### src/rtl/fetch_stage.sv
// Instruction fetch: PC sequencing, redirect/halt handling and the IF/ID register.
// A redirect that arrives mid-request is parked until the in-flight word returns.
module fetch_stage (
   input  logic        clk,
   input  logic        rst,
   input  logic        pc_wen,
   input  logic        if_id_wen,
   input  logic        if_id_flush,
   input  logic        control_hazard,
   input  logic [15:0] branch_target,
   output logic        imem_req,
   output logic [15:0] imem_addr,
   input  logic        imem_ready,
   input  logic [15:0] imem_rdata,
   output logic [15:0] if_id_instr,
   output logic [15:0] if_id_pc_plus2,
   output logic        if_id_valid,
   output logic        fetch_stall,
   output logic        halted
);

   typedef enum logic [1:0] {RUN, DROP, HALT} state_t;

   state_t      state;
   logic [15:0] pc;
   logic [15:0] redir;
   logic [15:0] pc_next2;
   logic [15:0] target;
   logic        done;
   logic        accept;
   logic        is_hlt;

   assign target      = {branch_target[15:1], 1'b0};
   assign pc_next2    = pc + 16'd2;
   assign imem_req    = rst & (state != HALT);
   assign imem_addr   = pc;
   assign done        = imem_req & imem_ready;
   assign fetch_stall = imem_req & ~imem_ready;
   assign is_hlt      = (imem_rdata[15:12] == 4'hF);
   assign accept      = (state == RUN) & done
                      & ~control_hazard & pc_wen;

   always_ff @(posedge clk or negedge rst) begin
      if (!rst) begin
         state  <= RUN;
         pc     <= 16'h0000;
         redir  <= 16'h0000;
         halted <= 1'b0;
      end else begin
         unique case (state)
            RUN: begin
               if (done) begin
                  if (control_hazard) begin
                     pc <= target;
                  end else if (pc_wen) begin
                     if (is_hlt) begin
                        state  <= HALT;
                        halted <= 1'b1;
                     end else begin
                        pc <= pc_next2;
                     end
                  end
               end else if (control_hazard) begin
                  redir <= target;
                  state <= DROP;
               end
            end
            DROP: begin
               // the newest redirect overrides any parked target
               if (control_hazard)
                  redir <= target;
               if (done) begin
                  pc    <= control_hazard ? target : redir;
                  state <= RUN;
               end
            end
            HALT: begin
               if (control_hazard) begin
                  pc     <= target;
                  state  <= RUN;
                  halted <= 1'b0;
               end
            end
            default: state <= RUN;
         endcase
      end
   end

   always_ff @(posedge clk or negedge rst) begin
      if (!rst) begin
         if_id_instr    <= 16'h0000;
         if_id_pc_plus2 <= 16'h0000;
         if_id_valid    <= 1'b0;
      end else if (if_id_flush) begin
         if_id_instr    <= 16'h0000;
         if_id_pc_plus2 <= 16'h0000;
         if_id_valid    <= 1'b0;
      end else if (if_id_wen) begin
         if (accept) begin
            if_id_instr    <= imem_rdata;
            if_id_pc_plus2 <= pc_next2;
            if_id_valid    <= 1'b1;
         end else begin
            if_id_instr    <= 16'h0000;
            if_id_pc_plus2 <= 16'h0000;
            if_id_valid    <= 1'b0;
         end
      end
   end

endmodule
### config.mk
export PLATFORM = sky130hd
export DESIGN_NAME = fetch_stage
export DESIGN_NICKNAME = d
export VERILOG_FILES = /design/src/rtl/fetch_stage.sv
export SDC_FILE = /design/constraint.sdc
export NUM_CORES = 1
export LEC_CHECK = 0
export ABC_CLOCK_PERIOD_IN_PS = 2600
export CAP_MARGIN = 0
export CORE_AREA = 3 3 90 92
export DETAILED_ROUTE_END_ITERATION = 7
export DIE_AREA = 0 0 93 95
export GPL_ROUTABILITY_DRIVEN = 0
export PLACE_DENSITY = 0.81
export RECOVER_POWER = 50
export SLEW_MARGIN = 20
export SYNTH_ARGS = -nofsm -noshare
export SYNTH_HDL_FRONTEND = slang
export SYNTH_SLANG_ARGS = --single-unit
### constraint.sdc
create_clock -name clk -period 2.6 [get_ports clk]
set_input_delay 0.52 -clock clk [delete_from_list [all_inputs] [get_ports clk]]
set_output_delay 0.52 -clock clk [all_outputs]
set_load 0.1 [all_outputs]
### Word-level counts from Yosys, hierarchy flattened

Cells that the tools add are included.

* equality and inequality tests: 16
* multiplexer cells: 33
* $add $sub $neg: 1
* reduce and logical (&&, ||, !) cells: 9
* bitwise gates (word level): 8

Operators by type and width (count)
* 2-to-1 mux 16 bit: 14
* one-hot mux 16 bit (3 select lines): 1
* one-hot mux 16 bit (2 select lines): 1
* AND reduction 6 bit: 3
* adder 16 x 2 -> 16 bit, second input constant: 1
* inequality test 2 bit, second input constant: 8
* inequality test 3 bit, second input constant: 5
* 2-to-1 mux 2 bit: 7
* 2-to-1 mux 1 bit: 8
* AND 1 bit: 6
* one-hot mux 2 bit (3 select lines): 1
* nonzero test 2 bit: 3
* equality test 4 bit, second input constant: 1
* nonzero test 3 bit: 1
* equality test 2 x 1 -> 1 bit, second input constant: 1
* equality test 2 bit, second input constant: 1
* zero test 2 bit: 1
* NOT 1 bit: 2
* one-hot mux 1 bit (2 select lines): 1
* AND reduction 2 bit: 1

* output and inout port bits: 52
* bits of input ports: 39
* word-level logic and storage cells: 74
* bits in registers: 68

### Logic depth before layout (Yosys ltp)

Gate-level depths: netlist of the first run.

* depth after elaboration: 9
* mapped depth: 10
* depth with buffers taken out: 7

### Least setup slack after synthesis of the first run

OpenSTA, ideal clock, no wires.

* path kind: reg-to-output
* start point: reg state[0]
* end point: out fetch_stall
* cell stages (with the launch flop): 6
* data arrival time: 3107 ps
* required time: 2080 ps
* path buffers: 1
* path slack: -1027 ps
* path through: dfrtp_1 inv_1 ha_1 buf_6 nor2b_2 nor2b_1

* word-level cells in the longest chain between the ends: 3

Ends and longest elaborated chain
* from (decl): RTL line 24 `state_t state;`
* from (signal assigned): RTL line 45 `state <= RUN;`
* from (signal assigned): RTL line 57 `state <= HALT;`
* from (signal assigned): RTL line 65 `state <= DROP;`
* inequality test 2 bit: RTL line 35 `assign imem_req = rst & (state != HALT);`
* AND 1 bit: RTL line 35
* net imem_req: RTL line 11 `output logic imem_req,`
* AND 1 bit: RTL line 38 `assign fetch_stall = imem_req & ~imem_ready;`
* to (decl): RTL line 18 `output logic fetch_stall,`

The timed path passes the listed nets, and every way through them passes these cells.

### Worst setup path in the final report of the first run

* start point: reg state[0]
* end point: reg pc[13], in the netlist imem_addr[13]

* word-level cells in the longest chain between the ends: 5
* elaborated cells between the ends (all ways): 14
* those cells by class: eq/ne (8); mux (1); bitwise (2); reduce/logical (3)

Ends and longest elaborated chain
* inequality test 2 bit: RTL line 35
* AND 1 bit: RTL line 35
* AND 1 bit: RTL line 37 `assign done = imem_req & imem_ready;`
* inequality test 2 bit (no line)
* AND reduction 6 bit (no line)
* to (signal assigned): RTL line 54 `pc <= target;`
* to (signal assigned): RTL line 60 `pc <= pc_next2;`
* to (signal assigned): RTL line 73 `pc <= control_hazard ? target : redir;`
* to (decl): RTL line 25 `logic [15:0] pc;`

Several ways; a longest one is shown, not always the timed one.
A chain may end at the register's enable or synchronous reset.

==> results of run 1 <==
## per-layer routing
layer  up-vias  global-route usage  share of wire  wire (um)
met4         0              0.0806          0.018        159
met1      1450               0.291           0.45       4060
li1       1456                   -              -          -
met2       142               0.322           0.46       4160
met3        14              0.0422          0.074        674
met5         -                   0              0          0
## state kept, by name (all words and copies together) (netlist names)
register and flops:
if_id_instr 16, state 2, if_id_pc_plus2 16, redir 16, halted 1, imem_addr 16
if_id_valid 1
## worst min-delay path: stages, from the launching register on
cell	delay [ns]
dfrtp_1	0.34
nand2_1	0.05
nand2_1	0.05
## cell type report
class	instances	area (um2)	share of cell area
clock buffers	10	138	0.0298
multi-input cells	240	1770	0.384
clock inverters	5	52.6	0.0114
flip-flops and latches	68	1700	0.369
well taps	99	124	0.0268
inverters	12	45.0	0.00976
repair buffers	101	782	0.169
## logic make-up after synthesis
kind of cell / synth area share
buf+inv: 0.0631
fa+ha+maj: 0.0170
xor+xnor: 0.0309
flops: 0.461
mux: 0.0835
compound gates: 0.222
simple gates: 0.122
## where the power goes
| part | internal (mW) | switching, mW | total (mW) |
|---|---|---|---|
| Combinational | 0.921 | 1.85 | 2.77 |
| Clock | 0.458 | 0.382 | 0.840 |
| Sequential | 1.31 | 0.318 | 1.63 |
## placed cells by master, fill, tap and decap left out, drive strengths merged, types with 2 or more instances in the layout
| cell | n |
|---|---|
| a221o | 3 |
| nand2 | 31 |
| clkbuf | 38 |
| a22o | 28 |
| and3 | 2 |
| a21oi | 20 |
| mux2 | 24 |
| nand3b | 2 |
| xnor2 | 8 |
| nor2b | 6 |
| o211ai | 2 |
| xor2 | 5 |
| a22oi | 7 |
| ha | 5 |
| nand3 | 9 |
| dfrtp | 68 |
| clkdlybuf4s50 | 36 |
| o21a | 7 |
| nor2 | 13 |
| o41ai | 3 |
| nand4 | 6 |
| and4 | 4 |
| inv | 12 |
| o31ai | 3 |
| a221oi | 5 |
| nor3 | 7 |
| buf | 37 |
| o21ai | 23 |
| and2 | 4 |
| clkinv | 3 |
| mux2i | 3 |
## stage by stage
stage / util / std cells
3_5_place_dp: 0.621 / 520
2_1_floorplan: - / 349
6_report: 0.633 / 535
4_1_cts: 0.647 / 535
5_1_grt: 0.633 / 535
3_3_place_gp: 0.620 / 520
## worst min path at each step
stage	cells past startpoint	from	endpoint	slack (ns)
floorplan	0	rst	halted	0.22
global placement	2	if_id_pc_plus2[13]	if_id_pc_plus2[13]	0.46
detailed placement	2	if_id_valid	if_id_valid	0.47
CTS	2	rst	if_id_valid	0.48
global route	1	if_id_pc_plus2[14]	if_id_pc_plus2[14]	0.51
finish	2	if_id_valid	if_id_valid	0.48
==> summary.txt, run 1 <==
status - finished with violations
failing checks - max-capacitance violations, max-slew violations
Initial Util - 0.506
f_max - 432 MHz
via count - 3,062
H-tree depth - 3
CP max-delay cell - dfrtp_1
top area cells in the synthesized netlist - dfrtp_1 (46%), a22o_1 (6.7%), mux2_2 (6.4%)
Final min period - 2.31 ns
final-report setup violation count - 0
clk_skew - 0.00866 ns
Crit path buffers/inverters - 2
WHS - 0.479 ns
first-pass GRT wire length - 14,400 um
r2r setup slk - 0.29 ns
WP data required - 2.88 ns
endpoint type of the worst setup path - flop
Power, Total - 5.25 mW
I/O Buffers - 89
DPL Wire Length - 6610 um
postcts setup bufs - 0
Worst-path clk slew - 0.07 ns
capture point of the worst path - imem_addr[13]
clk sinks - 68
Post-Syn Nets - 393
Non-Filler Cell Area, Final - 4620 um2
number of synthesized flops with an enable pin - 0
Seq/Total Area, Yosys - 0.461
P per Cell Area - 1140 nW/um2
share of cells above drive strength 1 - 0.206
worst-case reg-to-reg path depth - 8
Post-synth top flop - dfrtp_1
max-slew violations - 69
cell family with the largest share of critical-path delay - compound AO/OA/AOI/OAI gates
clk_lat worst skew - 0.34 ns
vias per cell - 5.72
Startpoint Class - flop
YS warnings - 0
clock tree from TritonCTS - built
fin crit share - 0.890
die height - 95 um
Leak Pwr - 2.03 nW
pre-CTS WS - 0.0811 ns
crit path launch - state[0]
CTS root buf - clkbuf_8
Core Box Area - 7290 um2
placed cell area - 4530 um2
Starting DRT DRC Count - 218
CP Depth - 8
I/O pin cnt - 91
Worst path max stage delay - 0.48 ns
top post-synthesis cells by count - dfrtp_1 (68), nand2_1 (31), a22o_1 (28)
setup repair after global routing missed its margin - false
gr usage total - 0.209
share of the synthesized area in the top cell type - 0.461
Rows - 31
syn_area_per_cell - 10.6 um2
Peak supply drop - 0.000518 V
drc violations - 0
Yosys reg bits - 68
die area - 8840 um2
Fin. Hold Viols - 0
gr ovfl total - 0
Slew @ Worst Pin - 1.62 ns
First-pass DRT Iterations - 5
initial antenna violation count - 0
antenna viol nets, final - 0
hold-fix buffers at CTS - 0
WS Path Type - flop to flop
reg-to-reg startpoint - state[0]
largest net degree at the start of global routing - 69
Reg-to-Reg End - imem_addr[13]
Synth async-reset ratio - 1.00
post-cts sizing count - 0
most numerous cell in the Yosys netlist - dfrtp_1
Worst Hold Class - flop to flop
CP Data Arrival Time - 2.59 ns
CP max FO - 32
NumNets Final - 476
total routed wirelength - 9060 um
Clock Tree Buf Depth - 2
Filler cells - 634
synthesized area - 3690 um2
Die W - 93 um
Synth Instances - 349
Synth area leader - dfrtp_1
Layout area overhead - 25.2%
final setup TNS - 0 ns
Worst slew margin - -0.0807
CP cell instances - inv_1, ha_1, nor2b_1, o21ai_2, o211ai_2, buf_12, o41ai_2, a221o_1
wire per inst - 16.9 um
Ant. Diodes - 0
Final Worst Setup Slack - 0.285 ns
CTS Buf Count - 9
max-cap viol count - 1
Netlist cell types - 51
vias in the first global route - 2,822
(Power assumes the default switching activity.)
==> run 2: changes to the inputs <==
CORE_AREA = 2 2 89 91   (was 3 3 90 92)
DIE_AREA = 0 0 91 93   (was 0 0 93 95)
==> run 2 against run 1 <==
Effect of this change: the run now ends clean; first-iteration DRC count fell by 30%; register-to-register slack worse by 0.06 ns; worst setup slack worse by 0.057 ns; final cell count is 1.3% higher; power up 2.3%; global-route usage rose by 0.87 points; combinational power hardly changed; largest power group unchanged.
==> summary.txt, run 2 (synthesis results as in run 1) <==
WHS - 0.482 ns (+0.00325 ns)
Clock Tree Buf Depth - 2 (unchanged)
total routed wirelength - 8900 um (-1.8%)
hold-fix buffers at CTS - 0 (unchanged)
Starting DRT DRC Count - 152 (-30%)
placed cell area - 4540 um2 (+0.19%)
fin crit share - 0.912 (+0.0220)
CP cell instances - inv_1, ha_1, nor2b_1, o21ai_2, o211ai_2, buf_4, buf_4, o41ai_2
commonest non-fill, non-tap cell in the layout - dfrtp_1
H-tree depth - 3 (unchanged)
Reg-to-Reg End - imem_addr[11]
Non-Filler Cell Area, Final - 4660 um2 (+0.98%)
clk_lat worst skew - 0.34 ns (about the same)
clock network fraction of total power - 0.181 (+0.021)
WP data required - 2.84 ns (-0.04 ns)
max-slew violations - 0 (-100%)
drc violations - 0 (unchanged)
Worst Hold Class - flop to flop
P per Cell Area - 1150 nW/um2 (+1.3%)
post-cts sizing count - 0 (unchanged)
Worst path max stage delay - 0.45 ns (-0.03 ns)
final setup TNS - 0 ns (unchanged)
clk sinks - 68 (unchanged)
gr ovfl total - 0 (unchanged)
Peak supply drop - 0.000566 V (+9.3%)
endpoint type of the worst setup path - flop
Leak Pwr - 2.05 nW (+1.2%)
CTS Buf Count - 9 (unchanged)
die height - 93 um (-2.1%)
Critical Path Most Common Cell - buf_4
clock tree from TritonCTS - built
r2r setup slk - 0.23 ns (-0.06 ns)
Layout area overhead - 26.4%
Core Box Area - 7530 um2 (+3.2%)
Initial Util - 0.490 (-0.0158)
highest-count cells in the layout ignoring fill and taps - dfrtp_1 (68), buf_4 (37), clkdlybuf4s50_1 (36), nand2_1 (31)
I/O Buffers - 89 (unchanged)
Power, Total - 5.36 mW (+2.3%)
Logic pwr share - 0.517 (-0.012)
Rows - 32 (+3.2%)
via count - 3,052 (-0.33%)
Startpoint Class - flop
Worst-path clk slew - 0.08 ns (about the same)
Die W - 91 um (-2.2%)
CTS root buf - clkbuf_8
clk_skew - 0.0119 ns (+0.00320 ns)
max-cap viol count - 0 (-1)
sw power - 2.56 mW (about the same)
cell family with the largest share of critical-path delay - compound AO/OA/AOI/OAI gates
First-pass DRT Iterations - 5 (unchanged)
CP max-delay cell - dfrtp_1
Fin. Hold Viols - 0 (unchanged)
Worst slew margin - 0.161 (+0.242)
f_max - 422 MHz (-2.4%)
Ant. Diodes - 0 (unchanged)
setup repair after global routing missed its margin - false
CP Data Arrival Time - 2.61 ns (+0.02 ns)
gr usage total - 0.218 (+0.00873)
worst-case reg-to-reg path depth - 8 (unchanged)
vias per cell - 5.63 (-1.6%)
Final min period - 2.37 ns (+0.0572 ns)
Internal - 2.81 mW (+4.3%)
wire per inst - 16.4 um (-3.1%)
antenna viol nets, final - 0 (unchanged)
reg-to-reg startpoint - state[1]
NumNets Final - 479 (+0.63%)
Filler cells - 657 (+3.6%)
crit path launch - state[1]
Slew @ Worst Pin - 1.26 ns (-0.363 ns)
die area - 8460 um2 (-4.2%)
vias in the first global route - 2,995 (+6.1%)
WS Path Type - flop to flop
DPL Wire Length - 6680 um (+1.1%)
status - finished clean
first-pass GRT wire length - 14,700 um (+1.7%)
I/O pin cnt - 91 (unchanged)
CP Depth - 8 (unchanged)
CP max FO - 9 (-72%)
register area - 1700 um2 (unchanged)
register share of total power - 0.302 (-0.009)
largest net degree at the start of global routing - 54 (-22%)
Crit path buffers/inverters - 3 (+1)
fin util - 0.619 (-0.0138)
final-report setup violation count - 0 (unchanged)
initial antenna violation count - 0 (unchanged)
share of cells above drive strength 1 - 0.211 (+0.00494)
Sw Ratio - 0.476 (-0.0103)
capture point of the worst path - imem_addr[11]
postcts setup bufs - 0 (unchanged)
footprint of the multi-input gates - 1770 um2 (unchanged)
-- run 2: cell types whose count changed in the layout (fill, tap and decap cells not counted), sizes merged --
cell      change
clkinvlp      -1
clkinv        +1
clkbuf        +1
bufinv        +1
buf           +2
-- run 2: layout make-up --
type                    count  area share
well taps                 102      0.0274
clock inverters             6      0.0188
clock buffers              10      0.0295
flip-flops and latches     68       0.365
multi-input cells         240       0.380
repair buffers            104       0.169
inverters                  12     0.00966
-- run 2: power groups by stage --
| stage | combinational, mW | sequential, mW | clock [mW] |
|---|---|---|---|
| floorplan | 1.44 | 2.34 | 0 |
| global placement | 2.71 | 1.62 | 0 |
| detailed placement | 2.76 | 1.63 | 0 |
| CTS | 2.78 | 1.61 | 0.988 |
| global route | 2.98 | 1.67 | 1.04 |
| finish | 2.77 | 1.62 | 0.972 |
-- run 2: worst min path at each step --
stage | start | to | slack (ns) | depth (start not counted)
global route | if_id_pc_plus2[0] | if_id_pc_plus2[0] | 0.51 | 2
finish | if_id_pc_plus2[1] | if_id_pc_plus2[1] | 0.48 | 2
CTS | rst | halted | 0.22 | 2
floorplan | rst | halted | 0.22 | 0
detailed placement | if_id_pc_plus2[1] | if_id_pc_plus2[1] | 0.47 | 2
global placement | if_id_pc_plus2[13] | if_id_pc_plus2[13] | 0.46 | 2
-- run 2: per-layer routing --
layer | part of all wire | wire length, um | track usage
met2 | 0.48 | 4240 | 0.357
met4 | 0.017 | 155 | 0.0846
met1 | 0.45 | 4020 | 0.291
met5 | 0 | 0 | 0
met3 | 0.054 | 483 | 0.0371
-- run 2: worst reg2reg max path: cells and delay by family, from the launching register on --
| family | cells | cell delay (ns) |
|---|---|---|
| compound gates | 3 | 0.76 |
| fa+ha+maj | 1 | 0.33 |
| buf+inv | 3 | 0.53 |
| flops | 1 | 0.45 |
| simple gates | 1 | 0.20 |
-- run 2: stage by stage --
step / instances / setup slack (ns)
floorplan: 349 / 0.0933
global placement: 526 / 0.144
detailed placement: 526 / 0.0964
CTS: 542 / 0.253
global route: 542 / 0.0845
finish: 542 / 0.228
==> run 3: changes to the inputs <==
GPL_TIMING_DRIVEN = 0   (was default)
SLEW_MARGIN = default   (was 20)
==> run 3 against run 2 <==
Effect of this change: register-to-register slack got worse by 0.03 ns; maximum frequency shrank 7.4%; flip-flop and latch count stayed put; die area did not move; routed wire length grew 6.7%; critical endpoint is now imem_addr[8]; clock-buffer cell count unchanged; utilization increased by 2.8 points; largest power group unchanged; global-route usage increased by 1.6 points; first-iteration DRC count is 62% higher; non-clock buffer count grew 14; combinational power increased by 6%; critical path depth is 7 lower.
==> summary.txt, run 3 (synthesis results as in run 1) <==
status - finished clean
via count - 3,172 (+3.9%)
worst-case reg-to-reg path depth - 9 (+1)
initial antenna violation count - 0 (unchanged)
Final min period - 2.56 ns (+0.191 ns)
clk sinks - 68 (unchanged)
dpl cells - 540 (+2.7%)
cell family with the largest share of critical-path delay - buffers and inverters
total routed wirelength - 9490 um (+6.7%)
largest net degree at the start of global routing - 71 (+31%)
Core Box Area - 7530 um2 (unchanged)
Layout area overhead - 32.2%
Power, Total - 5.38 mW (+0.28%)
fin util - 0.648 (+0.0284)
crit path launch - imem_addr[8]
Peak supply drop - 0.000535 V (-5.4%)
gr ovfl total - 0 (unchanged)
Non-Filler Cell Area, Final - 4870 um2 (+4.6%)
CTS root buf - clkbuf_8
r2r setup slk - 0.20 ns (-0.03 ns)
clk_lat worst skew - 0.35 ns (about the same)
CP cell instances - clkdlybuf4s50_1
Fin. Hold Viols - 0 (unchanged)
drc violations - 0 (unchanged)
first-pass GRT wire length - 15,900 um (+8.0%)
Reg-to-Reg End - if_id_instr[6]
fin crit share - 0.986 (+0.0734)
Startpoint Class - flop
Worst-path clk slew - 0.07 ns (about the same)
Filler cells - 634 (-3.5%)
f_max - 390 MHz (-7.4%)
WS Path Type - flop to output port
Ant. Diodes - 0 (unchanged)
die area - 8460 um2 (unchanged)
die height - 93 um (unchanged)
Clock Tree Buf Depth - 2 (unchanged)
hold-fix buffers at CTS - 0 (unchanged)
Worst path max stage delay - 1.19 ns (+0.74 ns)
I/O pin cnt - 91 (unchanged)
CP max-delay cell - clkdlybuf4s50_1
clk_skew - 0.00851 ns (-0.00335 ns)
Worst Hold Class - primary input to async pin
CP max FO - 6 (-3)
I/O Buffers - 89 (unchanged)
P per Cell Area - 1100 nW/um2 (-4.1%)
fin cells - 556 (+2.6%)
placed cell area - 4720 um2 (+4.0%)
Initial Util - 0.490 (unchanged)
max-cap viol count - 0 (unchanged)
setup repair after global routing missed its margin - false
Die W - 91 um (unchanged)
Crit path buffers/inverters - 1 (-2)
H-tree depth - 3 (unchanged)
First-pass DRT Iterations - 5 (unchanged)
DPL Wire Length - 7150 um (+7.1%)
share of cells above drive strength 1 - 0.156 (-0.0550)
Slew @ Worst Pin - 1.15 ns (-0.109 ns)
antenna viol nets, final - 0 (unchanged)
pre-CTS WS - -0.760 ns (-0.856 ns)
endpoint type of the worst setup path - output port
CP Data Arrival Time - 2.04 ns (-0.57 ns)
wire per inst - 17.1 um (+4.0%)
commonest non-fill, non-tap cell in the layout - clkdlybuf4s50_1
gr usage total - 0.234 (+0.0163)
WP data required - 2.08 ns (-0.76 ns)
clock tree from TritonCTS - built
Leak Pwr - 2.08 nW (+1.6%)
highest-count cells in the layout ignoring fill and taps - clkdlybuf4s50_1 (85), dfrtp_1 (68), nand2_1 (31), a22o_1 (28), mux2_2 (21)
NumNets Final - 493 (+2.9%)
reg-to-reg startpoint - state[0]
Starting DRT DRC Count - 246 (+62%)
capture point of the worst path - imem_addr[8]
Final Worst Setup Slack - 0.0376 ns (-0.191 ns)
CP Depth - 1 (-7)
vias in the first global route - 3,175 (+6.0%)
final-report setup violation count - 0 (unchanged)
CTS Buf Count - 9 (unchanged)
Worst slew margin - 0.237 (+0.0756)
Rows - 32 (unchanged)
max-slew violations - 0 (unchanged)
vias per cell - 5.71 (+1.3%)
==> run 3: power breakdown <==
part           internal, mW  switching (mW)  total [mW]
Clock                 0.467           0.415       0.881
Combinational         0.999            1.94        2.94
Sequential             1.31           0.246        1.56
==> run 3: how the worst min path moves through the flow <==
| stage | endpoint | slack [ns] | cells past startpoint |
|---|---|---|---|
| 6_report | if_id_instr[14] | 0.17 | 1 |
| 5_1_grt | if_id_pc_plus2[0] | 0.21 | 1 |
| 4_1_cts | if_id_instr[14] | 0.19 | 1 |
| 3_5_place_dp | if_id_valid | 0.47 | 2 |
| 3_3_place_gp | if_id_pc_plus2[7] | 0.46 | 2 |
| 2_1_floorplan | halted | 0.22 | 0 |
==> run 3: through the flow <==
step                      hold WS, ns  setup TNS [ns]
after floorplan                 0.224               0
after global placement          0.462         -232.19
after detailed placement        0.468           -2.32
after CTS                       0.192               0
after global routing            0.212               0
final                           0.165               0
==> run 3: metal layers <==
metal  vias to the layer above  share of wire  track usage  routed length [um]
li1                       1479              -            -                   -
met1                      1512           0.43        0.313                4070
met2                       160           0.49        0.383                4620
met3                        21          0.067       0.0483                 632
met4                         0          0.018       0.0783                 170
met5                         -              0            0                   0
==> run 3: repair_timing <==
action	in CTS	in global routing
setup endpoints to repair	2	3
setup buffers	0	0
pin swaps	0	0
gates resized for setup	9	4
==> run 3: final cells by class <==
class / count / area, um2 / area share
inverter: 12 / 45.0 / 0.00924
tap: 102 / 128 / 0.0262
timing repair buffer: 89 / 878 / 0.180
sequential: 68 / 1700 / 0.349
clock buffer: 10 / 138 / 0.0282
multi-input combinational: 240 / 1740 / 0.358
clock inverter: 6 / 63.8 / 0.0131
buffer: 29 / 178 / 0.0364
